## src/rtl/ode_fixed_pkg.sv

```systemverilog
// ============================================================================
//  Package     : ode_fixed_pkg
//  Description : Shared word format, FSM state type and helpers for the ODE
//                solver fixed-point datapath (13-bit signed mantissa in
//                [15:3], 3-bit scale / fraction count in [2:0]).
//  Revision    : 1.0 - initial release
// ============================================================================
`default_nettype none

package ode_fixed_pkg;

   localparam int WORD_W    = 16;
   localparam int MANT_W    = 13;
   localparam int SCALE_W   = 3;

   // Full-precision product of two mantissas
   localparam int PROD_W    = 2 * MANT_W;
   // Width able to hold a shift of up to 2*MAX_SCALE
   localparam int SH_W      = SCALE_W + 1;
   localparam int MAX_SCALE = (1 << SCALE_W) - 1;
   // Bits of a product that must all equal the sign for it to fit a mantissa
   localparam int TOP_W     = PROD_W - MANT_W + 1;

   typedef enum logic [1:0] {
      IDLE = 2'd0,
      MUL  = 2'd1,
      RESP = 2'd2
   } state_t;

   // True when the top bits are a pure sign extension, i.e. the value fits
   // in a MANT_W-bit signed mantissa.
   function automatic logic fits_mant(input logic [TOP_W-1:0] top);
      return (&top) | (~|top);
   endfunction

endpackage : ode_fixed_pkg

`default_nettype wire

```

## src/rtl/multiplier.sv

```systemverilog
// ============================================================================
//  Module      : multiplier
//  Description : Combinational fixed-point multiplier of the ODE solver.
//                Mantissas multiply, scales add; the product is shifted right
//                (arithmetic, truncating) until the scale is at most 7 and the
//                mantissa fits 13 bits. If the scale reaches 0 and it still
//                does not fit, the mantissa saturates.
//  Revision    : 1.0 - initial release
// ============================================================================
`default_nettype none

module multiplier
   import ode_fixed_pkg::*;
(
   input  logic [WORD_W-1:0] a,
   input  logic [WORD_W-1:0] b,
   output logic [WORD_W-1:0] out
);

   logic signed [PROD_W-1:0] mant_a_ext;
   logic signed [PROD_W-1:0] mant_b_ext;
   logic signed [PROD_W-1:0] prod;
   logic        [SH_W-1:0]   scale_sum;
   logic        [SH_W-1:0]   scale_sh;
   logic        [SH_W-1:0]   fit_sh;
   logic        [SH_W-1:0]   need_sh;
   logic        [SH_W-1:0]   shift;
   logic        [TOP_W-1:0]  probe;
   logic                     fit_found;
   logic                     sat;
   logic        [MANT_W-1:0] mant_out;
   logic        [SCALE_W-1:0] scale_out;

   // Full-precision product and the smallest right shift that normalises it
   always_comb begin
      mant_a_ext = {{(PROD_W-MANT_W){a[WORD_W-1]}}, a[WORD_W-1:SCALE_W]};
      mant_b_ext = {{(PROD_W-MANT_W){b[WORD_W-1]}}, b[WORD_W-1:SCALE_W]};
      prod       = mant_a_ext * mant_b_ext;
      scale_sum  = {1'b0, a[SCALE_W-1:0]} + {1'b0, b[SCALE_W-1:0]};
      scale_sh   = (scale_sum > SH_W'(MAX_SCALE)) ? (scale_sum - SH_W'(MAX_SCALE)) : '0;

      // Smallest shift that brings the mantissa into 13-bit signed range;
      // a shift of MANT_W always fits, so that is the fallback.
      fit_sh    = SH_W'(MANT_W);
      fit_found = 1'b0;
      probe     = '0;
      for (int k = 0; k <= MANT_W; k++) begin
         probe = TOP_W'(prod >>> (k + MANT_W - 1));
         if (!fit_found && fits_mant(probe)) begin
            fit_sh    = SH_W'(k);
            fit_found = 1'b1;
         end
      end

      need_sh = (fit_sh > scale_sh) ? fit_sh : scale_sh;
      // Scale cannot drop below zero: clamp the shift and saturate instead
      sat     = (need_sh > scale_sum);
      shift   = sat ? scale_sum : need_sh;
   end

   // Assemble the output word
   always_comb begin
      scale_out = SCALE_W'(scale_sum - shift);
      if (sat) begin
         mant_out = prod[PROD_W-1] ? {1'b1, {(MANT_W-1){1'b0}}}
                                   : {1'b0, {(MANT_W-1){1'b1}}};
      end else begin
         mant_out = MANT_W'(prod >>> shift);
      end
      out = {mant_out, scale_out};
   end

endmodule : multiplier

`default_nettype wire

```

## src/rtl/rr_grant.sv

```systemverilog
// ============================================================================
//  Module      : rr_grant
//  Description : Combinational round-robin grant. Picks the lowest-index
//                request at or above rr_ptr, wrapping to the lowest-index
//                request below it when none is found.
//  Revision    : 1.0 - initial release
// ============================================================================
`default_nettype none

module rr_grant #(
   parameter int NUM_REQ = 4,
   parameter int ID_W    = $clog2(NUM_REQ)
) (
   input  logic [NUM_REQ-1:0] req,
   input  logic [ID_W-1:0]    rr_ptr,
   output logic [NUM_REQ-1:0] grant,
   output logic [ID_W-1:0]    grant_idx,
   output logic               any_grant
);

   logic [NUM_REQ-1:0] upper_req;
   logic               upper_any;
   logic [NUM_REQ-1:0] scan_vec;

   // Split requests into the part at/above the pointer and pick the search set
   always_comb begin
      upper_req = '0;
      for (int i = 0; i < NUM_REQ; i++) begin
         upper_req[i] = req[i] && (i >= int'(rr_ptr));
      end
      upper_any = |upper_req;
      scan_vec  = upper_any ? upper_req : req;
   end

   // Lowest set bit of the selected set becomes the one-hot grant
   always_comb begin
      grant     = '0;
      grant_idx = '0;
      any_grant = 1'b0;
      for (int i = 0; i < NUM_REQ; i++) begin
         if (!any_grant && scan_vec[i]) begin
            grant[i]  = 1'b1;
            grant_idx = ID_W'(i);
            any_grant = 1'b1;
         end
      end
   end

endmodule : rr_grant

`default_nettype wire

```

## src/rtl/mult_arbiter.sv

```systemverilog
// ============================================================================
//  Module      : mult_arbiter
//  Description : Round-robin arbiter/sequencer sharing one combinational
//                multiplier between NUM_REQ requesters. One operand pair is
//                accepted in IDLE, multiplied in MUL, and the tagged product
//                is held in RESP until the consumer accepts it.
//  Revision    : 1.0 - initial release
// ============================================================================
`default_nettype none

module mult_arbiter
   import ode_fixed_pkg::*;
#(
   parameter int NUM_REQ = 4,
   parameter int ID_W    = $clog2(NUM_REQ)
) (
   input  logic                      clk,
   input  logic                      rst,
   input  logic [NUM_REQ-1:0]        req_valid,
   input  logic [WORD_W*NUM_REQ-1:0] req_a,
   input  logic [WORD_W*NUM_REQ-1:0] req_b,
   output logic [NUM_REQ-1:0]        req_ready,
   output logic                      rsp_valid,
   input  logic                      rsp_ready,
   output logic [WORD_W-1:0]         rsp_data,
   output logic [ID_W-1:0]           rsp_id,
   output logic                      busy,
   output logic [15:0]               op_count
);

   state_t              state_q,     state_d;
   logic [ID_W-1:0]     rr_ptr_q,    rr_ptr_d;
   logic [ID_W-1:0]     id_q,        id_d;
   logic [WORD_W-1:0]   op_a_q,      op_a_d;
   logic [WORD_W-1:0]   op_b_q,      op_b_d;
   logic                rsp_valid_q, rsp_valid_d;
   logic [WORD_W-1:0]   rsp_data_q,  rsp_data_d;
   logic [ID_W-1:0]     rsp_id_q,    rsp_id_d;
   logic [15:0]         op_count_q,  op_count_d;

   logic [NUM_REQ-1:0]  grant;
   logic [ID_W-1:0]     grant_idx;
   logic                any_grant;
   logic [WORD_W-1:0]   sel_a;
   logic [WORD_W-1:0]   sel_b;
   logic [ID_W-1:0]     ptr_after_grant;
   logic [WORD_W-1:0]   mul_out;

   rr_grant #(
      .NUM_REQ (NUM_REQ),
      .ID_W    (ID_W)
   ) u_rr_grant (
      .req       (req_valid),
      .rr_ptr    (rr_ptr_q),
      .grant     (grant),
      .grant_idx (grant_idx),
      .any_grant (any_grant)
   );

   multiplier u_multiplier (
      .a   (op_a_q),
      .b   (op_b_q),
      .out (mul_out)
   );

   // Operand mux for the granted requester and the pointer value after it
   always_comb begin
      sel_a = '0;
      sel_b = '0;
      for (int i = 0; i < NUM_REQ; i++) begin
         if (grant[i]) begin
            sel_a = req_a[i*WORD_W +: WORD_W];
            sel_b = req_b[i*WORD_W +: WORD_W];
         end
      end
      ptr_after_grant = (grant_idx == ID_W'(NUM_REQ-1)) ? '0 : (grant_idx + ID_W'(1));
   end

   // Next-state and datapath update for the IDLE -> MUL -> RESP sequence
   always_comb begin
      state_d     = state_q;
      rr_ptr_d    = rr_ptr_q;
      id_d        = id_q;
      op_a_d      = op_a_q;
      op_b_d      = op_b_q;
      rsp_valid_d = rsp_valid_q;
      rsp_data_d  = rsp_data_q;
      rsp_id_d    = rsp_id_q;
      op_count_d  = op_count_q;
      case (state_q)
         IDLE: begin
            // The grant is a subset of req_valid, so any_grant is the accept
            if (any_grant) begin
               op_a_d   = sel_a;
               op_b_d   = sel_b;
               id_d     = grant_idx;
               rr_ptr_d = ptr_after_grant;
               state_d  = MUL;
            end
         end
         MUL: begin
            rsp_data_d  = mul_out;
            rsp_id_d    = id_q;
            rsp_valid_d = 1'b1;
            state_d     = RESP;
         end
         RESP: begin
            if (rsp_ready) begin
               rsp_valid_d = 1'b0;
               op_count_d  = op_count_q + 16'd1;
               state_d     = IDLE;
            end
         end
         default: begin
            state_d = IDLE;
         end
      endcase
   end

   // State and output registers; reset abandons any in-flight transaction
   always_ff @(posedge clk or posedge rst) begin
      if (rst) begin
         state_q     <= IDLE;
         rr_ptr_q    <= '0;
         id_q        <= '0;
         op_a_q      <= '0;
         op_b_q      <= '0;
         rsp_valid_q <= 1'b0;
         rsp_data_q  <= '0;
         rsp_id_q    <= '0;
         op_count_q  <= '0;
      end else begin
         state_q     <= state_d;
         rr_ptr_q    <= rr_ptr_d;
         id_q        <= id_d;
         op_a_q      <= op_a_d;
         op_b_q      <= op_b_d;
         rsp_valid_q <= rsp_valid_d;
         rsp_data_q  <= rsp_data_d;
         rsp_id_q    <= rsp_id_d;
         op_count_q  <= op_count_d;
      end
   end

   // Grant is offered only in IDLE and never while reset is held
   assign req_ready = ((state_q == IDLE) && !rst) ? grant : '0;
   assign busy      = (state_q != IDLE);
   assign rsp_valid = rsp_valid_q;
   assign rsp_data  = rsp_data_q;
   assign rsp_id    = rsp_id_q;
   assign op_count  = op_count_q;

endmodule : mult_arbiter

`default_nettype wire

```

## config.mk

```make
export PLATFORM = sky130hd
export DESIGN_NAME = mult_arbiter
export DESIGN_NICKNAME = d
export VERILOG_FILES = /design/src/rtl/ode_fixed_pkg.sv /design/src/rtl/multiplier.sv /design/src/rtl/rr_grant.sv /design/src/rtl/mult_arbiter.sv
export SDC_FILE = /design/constraint.sdc
export NUM_CORES = 1
export LEC_CHECK = 0
export ABC_AREA = 1
export ABC_CLOCK_PERIOD_IN_PS = 11400
export CORE_UTILIZATION = 35
export DETAILED_ROUTE_END_ITERATION = 8
export GPL_ROUTABILITY_DRIVEN = 0
export HOLD_SLACK_MARGIN = 0.06
export PLACE_DENSITY = 0.61
export SYNTH_ARGS = -nofsm -noshare
export SYNTH_HDL_FRONTEND = slang
export SYNTH_SLANG_ARGS = --single-unit
```

## constraint.sdc

```tcl
create_clock -name clk -period 11.4 [get_ports clk]
set_input_delay 1.14 -clock clk [delete_from_list [all_inputs] [get_ports clk]]
set_output_delay 1.14 -clock clk [all_outputs]
set_load 0.01 [all_outputs]
```

==> summary.txt, run 1 <==
Hold path
  – Path type of the worst min-delay path: reg2reg
  – Hold path cells: 2
  – WHS Endpoint: rsp_id[0]
  – Startpoint of the lowest-slack hold path: rsp_id[0]

Setup path
  – R2R Path Start: op_b_q[4]
  – Critical Path Fanout Max: 26
  – Worst endpoint required time: 11.67 ns
  – CP Launch Type: flip-flop
  – Critical Path Max Stage Delay: about 0.9 ns
  – Critical Path Slowest Stage Cell: fa_1
  – FF-to-FF End: rsp_data[1]
  – Nature of the critical path endpoint: flip-flop
  – Cells on worst reg2reg path: 47
  – Path type of the worst setup path: reg2reg
  – Data arrival, critical path: 10.84 ns
  – Worst R2R Setup Slack: roughly 0.83 ns

STA
  – Highest Clock Rate: 0.09464 GHz
  – Tightest hold margin: 0.4912 ns
  – Period Utilization, post-route: 0.9269
  – Final min period: 10.57 ns
  – Max-slew violation total from the final report: 0
  – Tightest Pin Transition: ~1.1 ns
  – Setup Viol. Count Final: 0
  – Final Hold Vio Count: 0
  – Unrepaired setup endpoints after global routing: false
  – Relative slew slack: 0.2833
  – Post-Route Setup TNS: 0 ns
  – Clock skew: ~0.014 ns

CTS
  – Hold buffer count at cts: 0
  – TritonCTS clock tree: built
  – TritonCTS buffer count: 9
  – Root buffer selected by CTS: clkbuf_16
  – Insertion delay of the later-clocked pin in the worst-skew pair: roughly 0.35 ns
  – H-tree levels: 3
  – CTS clock-pin slew for the worst setup and hold paths: 0.07 ns
  – Clk sinks: 73
  – Number of buffers on the longest clock path: 2

GRT
  – Global-route wire length before repair: ~61 mm
  – Pin count of the biggest net entering global routing: between 70 and 80
  – Overflow left after global routing: 0
  – Number of antenna violations at the first check in global routing: 0
  – Total routing resource utilization after global routing: 0.2091
  – Vias in the first global route: roughly 12000

Yosys
  – Synth top cells by count: nand2_1, inv_1, nand3_1
  – Yosys top cell area share: 0.2594
  – Portion of netlist area occupied by mux cells: 0.0008897
  – Fraction of the mapped netlist area in simple logic gates: 0.3122
  – Synthesized netlist net count: 2170
  – Compound-cell area share of the yosys netlist: 0.05803
  – Ys async rst share: 1.000
  – Parity-gate share of the synthesized area counting xor and xnor cells: 0.02066
  – Area contributors post-synth: fa_1, nand2_1, dfrtp_1, inv_1, ha_1
  – Cell with the most instances after synthesis: nand2_1
  – Yosys warns: 0
  – Top FF cell, synth: dfrtp_1
  – Synth Instances: 1787
  – Post-Syn Area: 12660 um^2
  – Adder and majority cell fraction of the synthesized area: 0.3424
  – Count of flip-flops with a built-in enable after synthesis: 0
  – Part of the Yosys area used for sequential elements: 0.1443
  – Flip-flop and latch count after synthesis: 73
  – Cell taking the most area after synthesis: fa_1
  – Post-synthesis area per instance: 7.083 um^2
  – Synth unique cells: a little under 50
  – Combinational family with the most area after synthesis: adder cells

Routing
  – Remaining antenna violation count: 0
  – Detailed-route via count: approximately 12000
  – Number of detailed-route iterations in the first pass: 5
  – Total Routed Length: around 38 mm
  – Number of DRC violations after detailed-routing iteration 0: between 700 and 800
  – Detailed-route vias per instance: a little under 5
  – Number of DRC violations after detailed routing: 0
  – Average routed wire per standard cell: approximately 16 um

Floorplanning
  – Horizontal extent of the die: approximately 190 um
  – Core region area: 35570 um^2
  – Die extent in y: about 190 um
  – Starting density of the core: 0.3558
  – Placement Rows: 69
  – Top Ports: 175
  – Die area: around 37000 um^2

Final layout
  – Synth-to-Final Area Change: 19.34%
  – Area taken by flip-flops and latches: around 1800 um^2
  – Antenna diode count: 0
  – Multi-input combinational cell area: ~9300 um^2
  – Fraction of final layout cells sized beyond drive strength 1: 0.04524
  – Filler cell count in the final layout: about 3700
  – Final-stage net count: about 2300
  – Non-filler instance count after layout: between 2000 and 2500
  – Total non-filler cell area in the finished layout: 15100 um^2

Placement
  – Placed cell area: roughly 15000 um^2
  – Port buffer count: approximately 170
  – Final HPWL DP: approximately 31 mm
  – Cells after DPL: roughly 2400

Job
  – Max-cap check violation count: 0

Outcome
  – Status: finished, final reports clean
per-stage QoR:
step | util | worst slack, ns
2_1_floorplan | - | 2.061
3_3_place_gp | 0.4156 | 0.8967
3_5_place_dp | 0.4156 | 0.6656
4_1_cts | 0.4246 | 0.6062
5_1_grt | 0.4247 | 0.004982
6_report | 0.4247 | 0.8333
cells in the final DEF, fill, tap and decap left out, types with 13 or more instances in the layout:
cell type / count
nand2_1: 554
inv_1: 321
nand3_1: 191
clkdlybuf4s50_1: 174
fa_1: 164
nor2_1: 91
ha_1: 84
dfrtp_1: 73
a21oi_1: 63
nand2_2: 20
a41oi_1: 18
o21ai_0: 16
xnor2_1: 15
xor2_1: 13
a211oi_1: 13
state kept, by name (all words and copies together), names as in the netlist:
signal,flops
rsp_id,2
rsp_valid,1
state_q,2
op_a_q,16
rr_ptr_q,2
rsp_data,16
op_b_q,16
id_q,2
op_count,16
timing repair:
item                                    4_1_cts  5_1_grt
buffers inserted                              0        0
endpoints found under the setup margin        0       15
gates resized for setup                       0        1
cells by family after synthesis:
family / count (synthesis)
simple gates: 917
buf+inv: 397
fa+ha+maj: 248
compound gates: 122
flops: 73
xor+xnor: 29
mux: 1
per-layer routing:
metal / global-route usage / routed length (um) / vias up
met5: 0 / 0 / -
met4: 0.06057 / 889 / 0
met3: 0.03015 / 1994 / 55
met2: 0.3579 / 17910 / 376
met1: 0.2723 / 16880 / 5622
li1: - / - / 5760
critical path: cells and delay by family, from the launching register on:
| family | cells | cell delay, ns |
|---|---|---|
| flops | 1 | 0.60 |
| buf+inv | 8 | 0.54 |
| simple gates | 22 | 3.06 |
| fa+ha+maj | 12 | 5.19 |
| compound gates | 5 | 1.07 |
layout make-up:
type | instances | area share
clock buffer | 10 | 0.01516
clock inverter | 6 | 0.005964
inverter | 333 | 0.08300
multi-input combinational | 1317 | 0.6165
sequential | 73 | 0.1209
tap | 461 | 0.03819
timing repair buffer | 184 | 0.1203
how the worst max path moves through the flow:
stage | slack [ns] | end | from | depth (start not counted)
2_1_floorplan | 2.06 | rsp_data[2] | op_a_q[15] | 54
3_3_place_gp | 0.90 | rsp_data[1] | op_b_q[5] | 41
3_5_place_dp | 0.67 | rsp_data[1] | op_b_q[4] | 47
4_1_cts | 0.61 | rsp_data[1] | op_b_q[4] | 47
5_1_grt | 0.005 | rsp_data[6] | op_b_q[4] | 52
6_report | 0.83 | rsp_data[1] | op_b_q[4] | 47
Power of run 1 is left out: the tool's default activity adds up to more than one toggle a clock period on the data nets, which glitch-free logic cannot reach.
==> run 2, diff against run 1 <==
Settings changed: ABC_CLOCK_PERIOD_IN_PS 11400 to 12200.
Clock period 11.4 ns to 12.2 ns, I/O delays scaled along.
==> run 2 against run 1 <==
  * Global-route usage shrank 0.24 points
  * Largest cell class unchanged
  * Flip-flop and latch count is the same
  * Clock skew shrank 0.0034 ns
  * Highest routed layer unchanged
  * Hold slack lost 0.0074 ns
  * Utilization shrank 0.091 points
  * First-iteration DRC count shrank 9.4%
  * Cell count shrank 0.13%
  * Setup slack gained 0.46 ns
==> summary.txt, run 2 (synthesis results as in run 1) <==
Outcome
  – Status: finished, final reports clean

Routing
  – Detailed-route via count: 11827
  – Total Routed Length: around 37 mm
  – Remaining antenna violation count: 0
  – Number of DRC violations after detailed-routing iteration 0: between 600 and 700
  – Average routed wire per standard cell: around 16 um
  – Number of detailed-route iterations in the first pass: 5
  – Detailed-route vias per instance: slightly below 5
  – Number of DRC violations after detailed routing: 0

Setup path
  – Most common cell on crit path: inv_1
  – Critical Path Max Stage Delay: approximately 0.86 ns
  – Worst endpoint required time: roughly 12 ns
  – Critical Path Slowest Stage Cell: fa_1
  – Nature of the critical path endpoint: flip-flop
  – Data arrival, critical path: 11.16 ns
  – CP Launch Type: flip-flop
  – Critical Path Fanout Max: 26
  – Path type of the worst setup path: reg2reg

Final layout
  – Antenna diode count: 0
  – Synth-to-Final Area Change: 19.08%
  – Final-stage net count: around 2300
  – Most frequent cells in the layout: nand2_1, inv_1, nand3_1, clkdlybuf4s50_1, fa_1
  – Most common cell after layout, fill and taps aside: nand2_1
  – Fraction of final layout cells sized beyond drive strength 1: 0.04375

STA
  – Clock skew: 0.01037 ns
  – Max-slew violation total from the final report: 0
  – Final Hold Vio Count: 0
  – Post-Route Setup TNS: 0 ns
  – Highest Clock Rate: roughly 0.092 GHz
  – Final min period: 10.90 ns
  – Relative slew slack: 0.2607
  – Period Utilization, post-route: 0.8937
  – Tightest Pin Transition: roughly 1.1 ns
  – Setup Viol. Count Final: 0
  – Unrepaired setup endpoints after global routing: false

Floorplanning
  – Placement Rows: between 60 and 70
  – Starting density of the core: 0.3558
  – Die area: approximately 37000 um^2
  – Horizontal extent of the die: just under 200 um
  – Die extent in y: between 150 and 200 um
  – Core region area: between 30000 and 40000 um^2
  – Top Ports: approximately 180

Placement
  – Port buffer count: ~170
  – Final HPWL DP: between 30 and 40 mm

CTS
  – CTS clock-pin slew for the worst setup and hold paths: roughly 0.060 ns
  – Clk sinks: 73
  – Hold buffer count at cts: 0
  – Insertion delay of the later-clocked pin in the worst-skew pair: ~0.34 ns
  – TritonCTS clock tree: built
  – Root buffer selected by CTS: clkbuf_16
  – CTS-repair resized insts: 0
  – TritonCTS buffer count: 9
  – H-tree levels: 3
  – Number of buffers on the longest clock path: 2
  – Post-CTS setup-driven buffer insertion count: 0

GRT
  – Vias in the first global route: roughly 12000
  – Number of antenna violations at the first check in global routing: 0
  – Pin count of the biggest net entering global routing: 75
  – Total routing resource utilization after global routing: 0.2067
  – Global-route wire length before repair: ~61 mm
  – Overflow left after global routing: 0

Job
  – Max-cap check violation count: 0

Hold path
  – Path type of the worst min-delay path: reg2reg
run 2: cell type report:
cell class                      instances  area [um^2]
Clock buffer                           11        252.7
Clock inverter                          4        51.30
Fill cell                            3673        20500
Inverter                              333         1254
Multi-Input combinational cell       1317         9309
Sequential cell                        73         1827
Tap cell                              461        576.8
Timing Repair Buffer                  182         1802
run 2: worst paths after layout:
check	start	end	slack, ns	cells after the start
worst max-delay path	op_b_q[4]	rsp_data[2]	1.30	49
worst min-delay path	rsp_id[0]	rsp_id[0]	0.48	2
worst max register to register	op_b_q[4]	rsp_data[2]	1.30	49
worst min register to register	rsp_id[0]	rsp_id[0]	0.48	2
max in group asynchronous	rst	op_b_q[0]	10.08	3
min in group asynchronous	rst	op_count[8]	1.51	3
run 2: stage by stage:
step	setup WS, ns	area [um^2]	hold slack, ns	std cells	utilization
2_1_floorplan	2.861	12660	0.4493	1787	-
3_3_place_gp	1.635	14770	0.4568	2366	0.4152
3_5_place_dp	1.387	14770	0.4712	2366	0.4152
4_1_cts	1.383	15070	0.4868	2381	0.4237
5_1_grt	0.4717	15070	0.5174	2381	0.4237
6_report	1.296	15070	0.4838	2381	0.4237
run 2: routing by layer:
metal / global-route usage / wire length, um / vias to the layer above
li1: - / - / 5759
met2: 0.3477 / 17360 / 386
met5: 0 / 0 / -
met3: 0.03051 / 2223 / 54
met4: 0.06178 / 853 / 0
met1: 0.2731 / 16720 / 5628
run 2: critical path: cells and delay by family, from the launching register on:
kind                     cells  cell delay, ns
AO/OA/AOI/OAI                5            0.92
XOR/XNOR                     1            0.16
adder cells (fa/ha/maj)     12            4.95
buffers and inverters        9            1.12
flip-flops                   1            0.60
AND/OR/NAND/NOR             22            3.03
Power of run 2 is left out for the same reason.
